<file path="src/rtl/ahb_arbiter.sv">
// Three-master AHB arbiter: registered one-hot grants, burst/lock protection,
// round-robin or fixed priority, parking on DEFAULT_MASTER when idle.
module ahb_arbiter #(
  parameter bit          ROUND_ROBIN    = 1'b1,
  parameter int unsigned DEFAULT_MASTER = 1
) (
  input  logic       hclk,
  input  logic       hreset,
  input  logic       hbusreq_1,
  input  logic       hbusreq_2,
  input  logic       hbusreq_3,
  input  logic       hlock_1,
  input  logic       hlock_2,
  input  logic       hlock_3,
  input  logic       hready,
  input  logic [1:0] htrans,
  input  logic [2:0] hburst,
  output logic       hgrant_1,
  output logic       hgrant_2,
  output logic       hgrant_3,
  output logic [1:0] hmaster,
  output logic       hmastlock
);

  typedef enum logic [1:0] {
    TR_IDLE   = 2'b00,
    TR_BUSY   = 2'b01,
    TR_NONSEQ = 2'b10,
    TR_SEQ    = 2'b11
  } htrans_e;

  localparam logic [1:0] DEF_IDX = 2'(DEFAULT_MASTER);
  localparam logic [2:0] DEF_GNT = 3'(1 << (DEFAULT_MASTER - 1));

  logic [2:0] grant_q,     grant_d;
  logic [1:0] ptr_q,       ptr_d;
  logic [3:0] cnt_q,       cnt_d;
  logic [1:0] hmaster_q,   hmaster_d;
  logic       hmastlock_q, hmastlock_d;

  logic [2:0] req, lck;
  logic [3:0] len_m1;
  logic       lock_hold, arb_en;
  logic [1:0] cand1, cand2, win_idx;

  function automatic logic [1:0] next_idx(input logic [1:0] i);
    return (i == 2'd3) ? 2'd1 : i + 2'd1;
  endfunction

  function automatic logic [2:0] idx_to_onehot(input logic [1:0] i);
    return 3'b001 << (i - 2'd1);
  endfunction

  // NOTE: every signal assigned in always_comb gets a default first, so no path leaves it unassigned and no latch is inferred.
  always_comb begin
    req = {hbusreq_3, hbusreq_2, hbusreq_1};
    lck = {hlock_3, hlock_2, hlock_1};

    case (hburst)
      3'b010, 3'b011: len_m1 = 4'd3;
      3'b100, 3'b101: len_m1 = 4'd7;
      3'b110, 3'b111: len_m1 = 4'd15;
      default:        len_m1 = 4'd0;
    endcase

    cnt_d = cnt_q;
    if (hready) begin
      if (htrans_e'(htrans) == TR_NONSEQ)                  cnt_d = len_m1;
      else if (htrans_e'(htrans) == TR_SEQ && cnt_q != 4'd0) cnt_d = cnt_q - 4'd1;
    end

    lock_hold = |(grant_q & lck);
    arb_en    = hready & ~lock_hold & (cnt_d == 4'd0);

    // Rotating order ptr+1, ptr+2, ptr: the current owner is the last resort.
    cand1   = next_idx(ptr_q);
    cand2   = next_idx(cand1);
    win_idx = DEF_IDX;
    if (ROUND_ROBIN) begin
      if      (req[cand1 - 2'd1]) win_idx = cand1;
      else if (req[cand2 - 2'd1]) win_idx = cand2;
      else if (req[ptr_q - 2'd1]) win_idx = ptr_q;
    end else begin
      if      (req[0]) win_idx = 2'd1;
      else if (req[1]) win_idx = 2'd2;
      else if (req[2]) win_idx = 2'd3;
    end

    grant_d = grant_q;
    ptr_d   = ptr_q;
    if (arb_en) begin
      grant_d = idx_to_onehot(win_idx);
      if (|req) ptr_d = win_idx;
    end

    hmaster_d   = hmaster_q;
    hmastlock_d = hmastlock_q;
    if (hready) begin
      case (grant_q)
        3'b001:  hmaster_d = 2'd1;
        3'b010:  hmaster_d = 2'd2;
        3'b100:  hmaster_d = 2'd3;
        default: hmaster_d = DEF_IDX;
      endcase
      hmastlock_d = lock_hold;
    end
  end

  // NOTE: sequential state uses non-blocking assignments only; reset restores every flop so an abandoned burst or lock leaves nothing behind.
  always_ff @(posedge hclk) begin
    if (hreset) begin
      grant_q     <= DEF_GNT;
      ptr_q       <= DEF_IDX;
      cnt_q       <= 4'd0;
      hmaster_q   <= DEF_IDX;
      hmastlock_q <= 1'b0;
    end else begin
      grant_q     <= grant_d;
      ptr_q       <= ptr_d;
      cnt_q       <= cnt_d;
      hmaster_q   <= hmaster_d;
      hmastlock_q <= hmastlock_d;
    end
  end

  assign hgrant_1  = grant_q[0];
  assign hgrant_2  = grant_q[1];
  assign hgrant_3  = grant_q[2];
  assign hmaster   = hmaster_q;
  assign hmastlock = hmastlock_q;

endmodule

</file>
<file path="config.mk">
export PLATFORM = sky130hd
export DESIGN_NAME = ahb_arbiter
export DESIGN_NICKNAME = d
export VERILOG_FILES = /design/src/rtl/ahb_arbiter.sv
export SDC_FILE = /design/constraint.sdc
export NUM_CORES = 1
export LEC_CHECK = 0
export BUFFER_PORTS_ARGS = -buffer_cell sky130_fd_sc_hd__buf_2
export CAP_MARGIN = 15
export CORE_AREA = 5 5 47 49
export CTS_CLUSTER_SIZE = 40
export DETAILED_ROUTE_END_ITERATION = 10
export DIE_AREA = 0 0 52 54
export PLACE_DENSITY = 0.76
export SYNTH_ARGS = -nofsm -noshare
export SYNTH_HDL_FRONTEND = slang
export SYNTH_SLANG_ARGS = --single-unit
</file>
<file path="constraint.sdc">
create_clock -name hclk -period 6.03 [get_ports hclk]
set_input_delay 0.603 -clock hclk [delete_from_list [all_inputs] [get_ports hclk]]
set_output_delay 0.603 -clock hclk [all_outputs]
set_load 0.1 [all_outputs]
</file>
==> results.tsv, run 1 <==
metric	value	unit
run status	finished, final reports clean	
fmax	0.354	GHz
per-instance average area after synthesis	8.21	um^2
DRC violations left	0	
vias post-DR	836	
Die Ht	54	um
Fill cells	174	
starting density of the core	45.9	%
NetSw	79.1	uW
initial antenna violation count	0	
worst-skew pair later-pin latency	270	ps
worst setup skew after layout	5.64	ps
final critical delay including setup and external delays	2830	ps
Pint	135	uW
I/O pin cnt	20	
worst-path fanout max	9	
overall overflow remaining after global route	0	
TNS Setup	0	ps
DRT antenna net count	0	
global-route wire length before repair	3300	um
commonest non-fill, non-tap cell in the layout	sky130_fd_sc_hd__buf_2	
placed cell count	142	
part of the power in combinational logic	35.7	%
worst vdd rail ir drop	0.127	mV
cell area after synthesis	837	um^2
leakage power figure	0.387	nW
Core Footprint	1820	um^2
multi-input combinational cell area	552	um^2
sequential standard cell area	240	um^2
Antenna Cells	0	
grt met3 use	1.94	%
drt pass-1 iters	4	
critical path type	flop to flop	
post-CTS setup buffer count	0	
detailed placement HPWL	1450	um
critical path startpoint category	flop	
sequential element share of the synthesized area	28.7	%
pin count of the biggest net entering global routing	15	
routed wire length	1850	um
number of nets at the end of the flow	138	
count of warnings emitted by yosys	0	
via count of the first global-routing pass	818	
FP Rows	16	
routability-driven placement congestion ratio	0.905	
share of power burned in registers	42.0	%
share of post-route cells with drive strength above 1	21.2	%
layer with the highest usage after global routing	met2	
share of synthesized registers carrying an async set or reset	0	%
final hold violations	0	
routing usage on met1	17.9	%
number of buffers inserted during clock tree synthesis	3	
max-capacitance violation count	0	
number of levels in the clock H-tree	1	
number of setup violations in the final report	0	
DIE AREA	2810	um^2
max-slew violation total from the final report	0	
routed wire length per instance	12.8	um
CP required	6190	ps
Power Dens Cells	223	nW/um^2
Post-Synthesis Net Count	120	
clk sink count	12	
Slew @ Worst Pin	489	ps
startpoint of the most critical hold path	hmastlock$_SDFFE_PP0P_	
worst flop-to-flop path startpoint	cnt_q[0]$_SDFF_PP0_	
part of the total power dissipated in the clock network	22.2	%
P&R area growth vs syn	14.8	%
Via-to-Cell Ratio	5.77	
type of the most critical hold path	flop to flop	
gate count after technology mapping	102	
DRC violation total after the first TritonRoute iteration	30	
met2 usage	26.6	%
TritonCTS clock tree	done	
maximum buffer depth of the clock tree	2	
flop2flop setup slack	3200	ps
distinct cell type count after synthesis	42	
Cell Count, Final, Fillers Out	145	
unrepaired setup endpoints after global routing	no	
clock-pin transition on the worst setup and hold timing paths	70	ps
number of buffers added on ports	18	
post-route clock period utilization	46.9	%
total global-route track usage	15.2	%
Root Driver	sky130_fd_sc_hd__clkbuf_4	
critical path launch point	cnt_q[0]$_SDFF_PP0_	
top_reg_cell synth	sky130_fd_sc_hd__dfxtp_1	
number of enable-type register cells in the synthesized netlist	0	
flop and latch count out of synthesis	12	
die extent in x	52	um
Setup crit end kind	flop	
hold_buf cts	0	
number of instances resized during post-cts repair	0	
arrival time at the worst endpoint	2980	ps
worst rel slew slack	67.6	%
most frequent cells in the layout	sky130_fd_sc_hd__buf_2, sky130_fd_sc_hd__dfxtp_1, sky130_fd_sc_hd__a21oi_1	
proportion of total power due to net switching	36.9	%
==> metrics by stage <==
stage	setup slack [ps]	util [%]	power (mW)	hold slack (ps)	area (um^2)
finish	3200	52.7	0.214	481	961
global route	3020	52.7	0.228	537	961
CTS	3240	52.7	0.217	481	961
detailed placement	3080	51.5	0.168	468	938
global placement	3140	51.5	0.165	462	938
floorplan	3430	-	0.151	515	837
==> power by group through the flow <==
stage / combinational, mW / clock (mW) / sequential [mW]
2_1_floorplan: 0.0440 / 0 / 0.107
3_3_place_gp: 0.0737 / 0 / 0.0914
3_5_place_dp: 0.0761 / 0 / 0.0919
4_1_cts: 0.0762 / 0.0504 / 0.0901
5_1_grt: 0.0852 / 0.0520 / 0.0912
6_report: 0.0766 / 0.0476 / 0.0900
==> cell type report <==
| class | instances | area share (%) |
|---|---|---|
| tap | 27 | 3.52 |
| inverter | 6 | 2.34 |
| sequential | 12 | 25.0 |
| timing repair buffer | 18 | 9.37 |
| multi-input combinational | 79 | 57.4 |
| clock buffer | 3 | 2.34 |
==> routing by layer <==
layer	routed length, um	share of wire [%]
met3	56	3.0
met5	0	0
met2	903	49
met1	865	47
met4	27	1.5
==> logic make-up after synthesis <==
kind of cell	Yosys count	share of synthesized area (%)
DFF	12	28.7
muxes	5	6.13
buffers and inverters	11	5.38
and+or+nand+nor	43	30.9
AOI/OAI and AO/OA	26	21.8
adders and majority gates	4	5.98
xor gates and xnor gates	1	1.05
==> synthesized netlist by cell type, types with 2 or more instances <==
library cell               instances  area, um^2
sky130_fd_sc_hd__dfxtp_1          12         240
sky130_fd_sc_hd__a21oi_1           8        40.0
sky130_fd_sc_hd__nand2_1           7        26.3
sky130_fd_sc_hd__inv_1             6        22.5
sky130_fd_sc_hd__nor2_1            6        22.5
sky130_fd_sc_hd__nor3_1            5        25.0
sky130_fd_sc_hd__ha_1              4        50.1
sky130_fd_sc_hd__mux2i_1           4        40.0
sky130_fd_sc_hd__nand4_1           4        25.0
sky130_fd_sc_hd__buf_2             3        15.0
sky130_fd_sc_hd__nand2b_1          3        18.8
sky130_fd_sc_hd__o21ai_0           3        15.0
sky130_fd_sc_hd__a22oi_1           2        15.0
sky130_fd_sc_hd__a311oi_1          2        17.5
sky130_fd_sc_hd__clkbuf_1          2        7.51
sky130_fd_sc_hd__nor2b_1           2        12.5
sky130_fd_sc_hd__nor3b_1           2        15.0
sky130_fd_sc_hd__nor4_1            2        12.5
sky130_fd_sc_hd__or4b_1            2        20.0
==> state kept, by name, indices dropped and copies added (netlist names) <==
signal     flops
grant_q        3
hmastlock      1
hmaster        2
cnt_q          4
ptr_q          2
==> worst paths after layout <==
check,depth (start not counted),to
worst max-delay path,8,ptr_q[0]$_SDFFE_PP1P_
worst max register to register,8,ptr_q[0]$_SDFFE_PP1P_
worst min-delay path,2,hmastlock$_SDFFE_PP0P_
worst min register to register,2,hmastlock$_SDFFE_PP0P_
==> critical path: stages (launching register included) <==
cell                      delay (ps)
sky130_fd_sc_hd__dfxtp_1         350
sky130_fd_sc_hd__inv_1            70
sky130_fd_sc_hd__ha_1            200
sky130_fd_sc_hd__nor3b_1         420
sky130_fd_sc_hd__mux2i_1         300
sky130_fd_sc_hd__nor3_1           80
sky130_fd_sc_hd__or4b_1          670
sky130_fd_sc_hd__or4b_1          510
sky130_fd_sc_hd__o31a_1          110
No activity file was read; power rests on OpenSTA's default activity.
==> run 2, diff against run 1 <==
==> constraint.sdc (replaced) <==
create_clock -name hclk -period 2.7 [get_ports hclk]
set_input_delay 0.27 -clock hclk [delete_from_list [all_inputs] [get_ports hclk]]
set_output_delay 0.27 -clock hclk [all_outputs]
set_load 0.1 [all_outputs]
==> run 2 against run 1 <==
  * Maximum frequency increased by 11%
  * Critical path type unchanged
  * Core utilization increased by 4.7 points
  * Clock power increased to 2.9 times the previous value
  * Count of clock-buffer cells in the layout increased by 1
  * Non-clock buffer count increased by 5
  * Via count increased by 3.0%
  * Register-to-register slack got worse by 3100 ps
  * Highest routed layer unchanged
  * Sequential share of layout area decreased by 1.9 points
  * Largest cell class unchanged
  * Wire length increased by 11%
==> results.tsv, run 2 (synthesized netlist as in run 1, its figures left out) <==
metric	value	unit
Die Ht	54	um
Antenna Cells	0	
most frequent cells in the layout	sky130_fd_sc_hd__buf_2, sky130_fd_sc_hd__dfxtp_1, sky130_fd_sc_hd__nand2_1, sky130_fd_sc_hd__a21oi_1	
Worst Path Buf+Inv	2	
detailed placement HPWL	1540	um
critical path type	flop to flop	
number of cells on the worst reg-to-reg path	8	
startpoint of the most critical hold path	hreset	
worst rel slew slack	67.7	%
leakage power figure	0.428	nW
Cells on Worst Hold Path	2	
number of buffers added on ports	18	
Setup crit end kind	flop	
clk sink count	12	
arrival time at the worst endpoint	2760	ps
Largest regs	cnt_q x4, grant_q x3	
die extent in x	52	um
global-route wire length before repair	3730	um
maximum buffer depth of the clock tree	2	
starting density of the core	45.9	%
I/O pin cnt	20	
pre-CTS setup slack	9.63	ps
worst setup skew after layout	2.47	ps
total global-route track usage	17.1	%
final hold violations	0	
max-capacitance violation count	0	
commonest non-fill, non-tap cell in the layout	sky130_fd_sc_hd__buf_2	
largest stage delay on the critical path	560	ps
Via-to-Cell Ratio	5.70	
destination of the worst register-to-register timing path	grant_q[2]$_SDFFE_PP0P_	
initial antenna violation count	0	
Placed Instance Area	961	um^2
worst vdd rail ir drop	0.287	mV
run status	finished, final reports clean	
final core occ	57.4	%
Power Dens Cells	505	nW/um^2
critical path startpoint category	flop	
routability-driven placement congestion ratio	0.880	
FP Rows	16	
type of the most critical hold path	input port to flop	
vias post-DR	861	
DRT antenna net count	0	
worst flop-to-flop path startpoint	cnt_q[0]$_SDFF_PP0_	
DRC violations left	0	
Core Footprint	1820	um^2
cell type of the slowest stage on the worst timing path	sky130_fd_sc_hd__or4b_4	
Setup WS post-layout	150	ps
clock-pin transition on the worst setup and hold timing paths	70	ps
pin count of the biggest net entering global routing	15	
Root Driver	sky130_fd_sc_hd__clkbuf_4	
number of levels in the clock H-tree	1	
CP required	2910	ps
DIE AREA	2810	um^2
worst-path fanout max	6	
dominant delay contributor by cell family on the critical path	simple AND/OR/NAND/NOR gates	
DRC violation total after the first TritonRoute iteration	32	
register ranked first by flip-flop count	cnt_q	
max-slew violation total from the final report	0	
worst path cell trace	buf_4, nor3_2, mux2_4, a222oi_1, or4b_4, buf_6, or3_4, a21oi_2	
overall overflow remaining after global route	0	
post-route clock period utilization	94.5	%
drt pass-1 iters	4	
final critical delay including setup and external delays	2550	ps
TritonCTS clock tree	done	
worst-skew pair later-pin latency	260	ps
via count of the first global-routing pass	907	
number of nets at the end of the flow	143	
fmax	0.392	GHz
Slew @ Worst Pin	488	ps
routed wire length	2060	um
number of setup violations in the final report	0	
Hold Slack	324	ps
number of buffers inserted during clock tree synthesis	3	
routed wire length per instance	13.6	um
share of post-route cells with drive strength above 1	31.5	%
P&R area growth vs syn	25.0	%
post-layout instance area	1050	um^2
Worst Hold Path EP	grant_q[2]$_SDFFE_PP0P_	
number of flip-flops in the largest register	4	
post-layout total power	528	uW
flop2flop setup slack	150	ps
-- run 2: report_power, final --
group | internal (mW) | switching [mW] | leakage, nW
clock network | 0.0818 | 0.0539 | 0.0210
registers | 0.188 | 0.0128 | 0.0983
logic | 0.0761 | 0.115 | 0.308
total | 0.346 | 0.182 | 0.428
-- run 2: per-layer routing --
layer | GRT usage, % | wire, um | vias to the layer above
li1 | - | - | 436
met1 | 18.9 | 914 | 407
met2 | 31.8 | 1070 | 16
met3 | 2.77 | 64 | 2
met4 | 7.86 | 12 | 0
met5 | 0 | 0 | -
-- run 2: what timing repair did --
item / in CTS / in global routing
setup endpoints to repair: 2 / 5
hold buffers: 0 / 0
pin swaps: 0 / 3
buffers inserted: 0 / 2
resized for setup: 1 / 8
-- run 2: final cells by class --
class / count / area (um^2)
Clock buffer: 4 / 36.3
Fill cell: 161 / 776
Inverter: 6 / 22.5
Multi-Input combinational cell: 79 / 581
Sequential cell: 12 / 241
Tap cell: 27 / 33.8
Timing Repair Buffer: 23 / 131
-- run 2: worst max path at each step --
stage	start	to	slack, ps	cells past startpoint
2_1_floorplan	cnt_q[0]$_SDFF_PP0_	ptr_q[0]$_SDFFE_PP1P_	200	9
3_3_place_gp	cnt_q[1]$_SDFF_PP0_	grant_q[2]$_SDFFE_PP0P_	60	9
3_5_place_dp	cnt_q[1]$_SDFF_PP0_	grant_q[2]$_SDFFE_PP0P_	10	9
4_1_cts	cnt_q[0]$_SDFF_PP0_	grant_q[2]$_SDFFE_PP0P_	30	8
5_1_grt	cnt_q[1]$_SDFF_PP0_	grant_q[2]$_SDFFE_PP0P_	-2	9
6_report	cnt_q[0]$_SDFF_PP0_	grant_q[2]$_SDFFE_PP0P_	150	8
-- run 2: per-stage QoR --
| step | instances | setup TNS (ps) |
|---|---|---|
| floorplan | 102 | 0 |
| global placement | 145 | 0 |
| detailed placement | 145 | 0 |
| CTS | 149 | 0 |
| global route | 151 | -1.99 |
| finish | 151 | 0 |
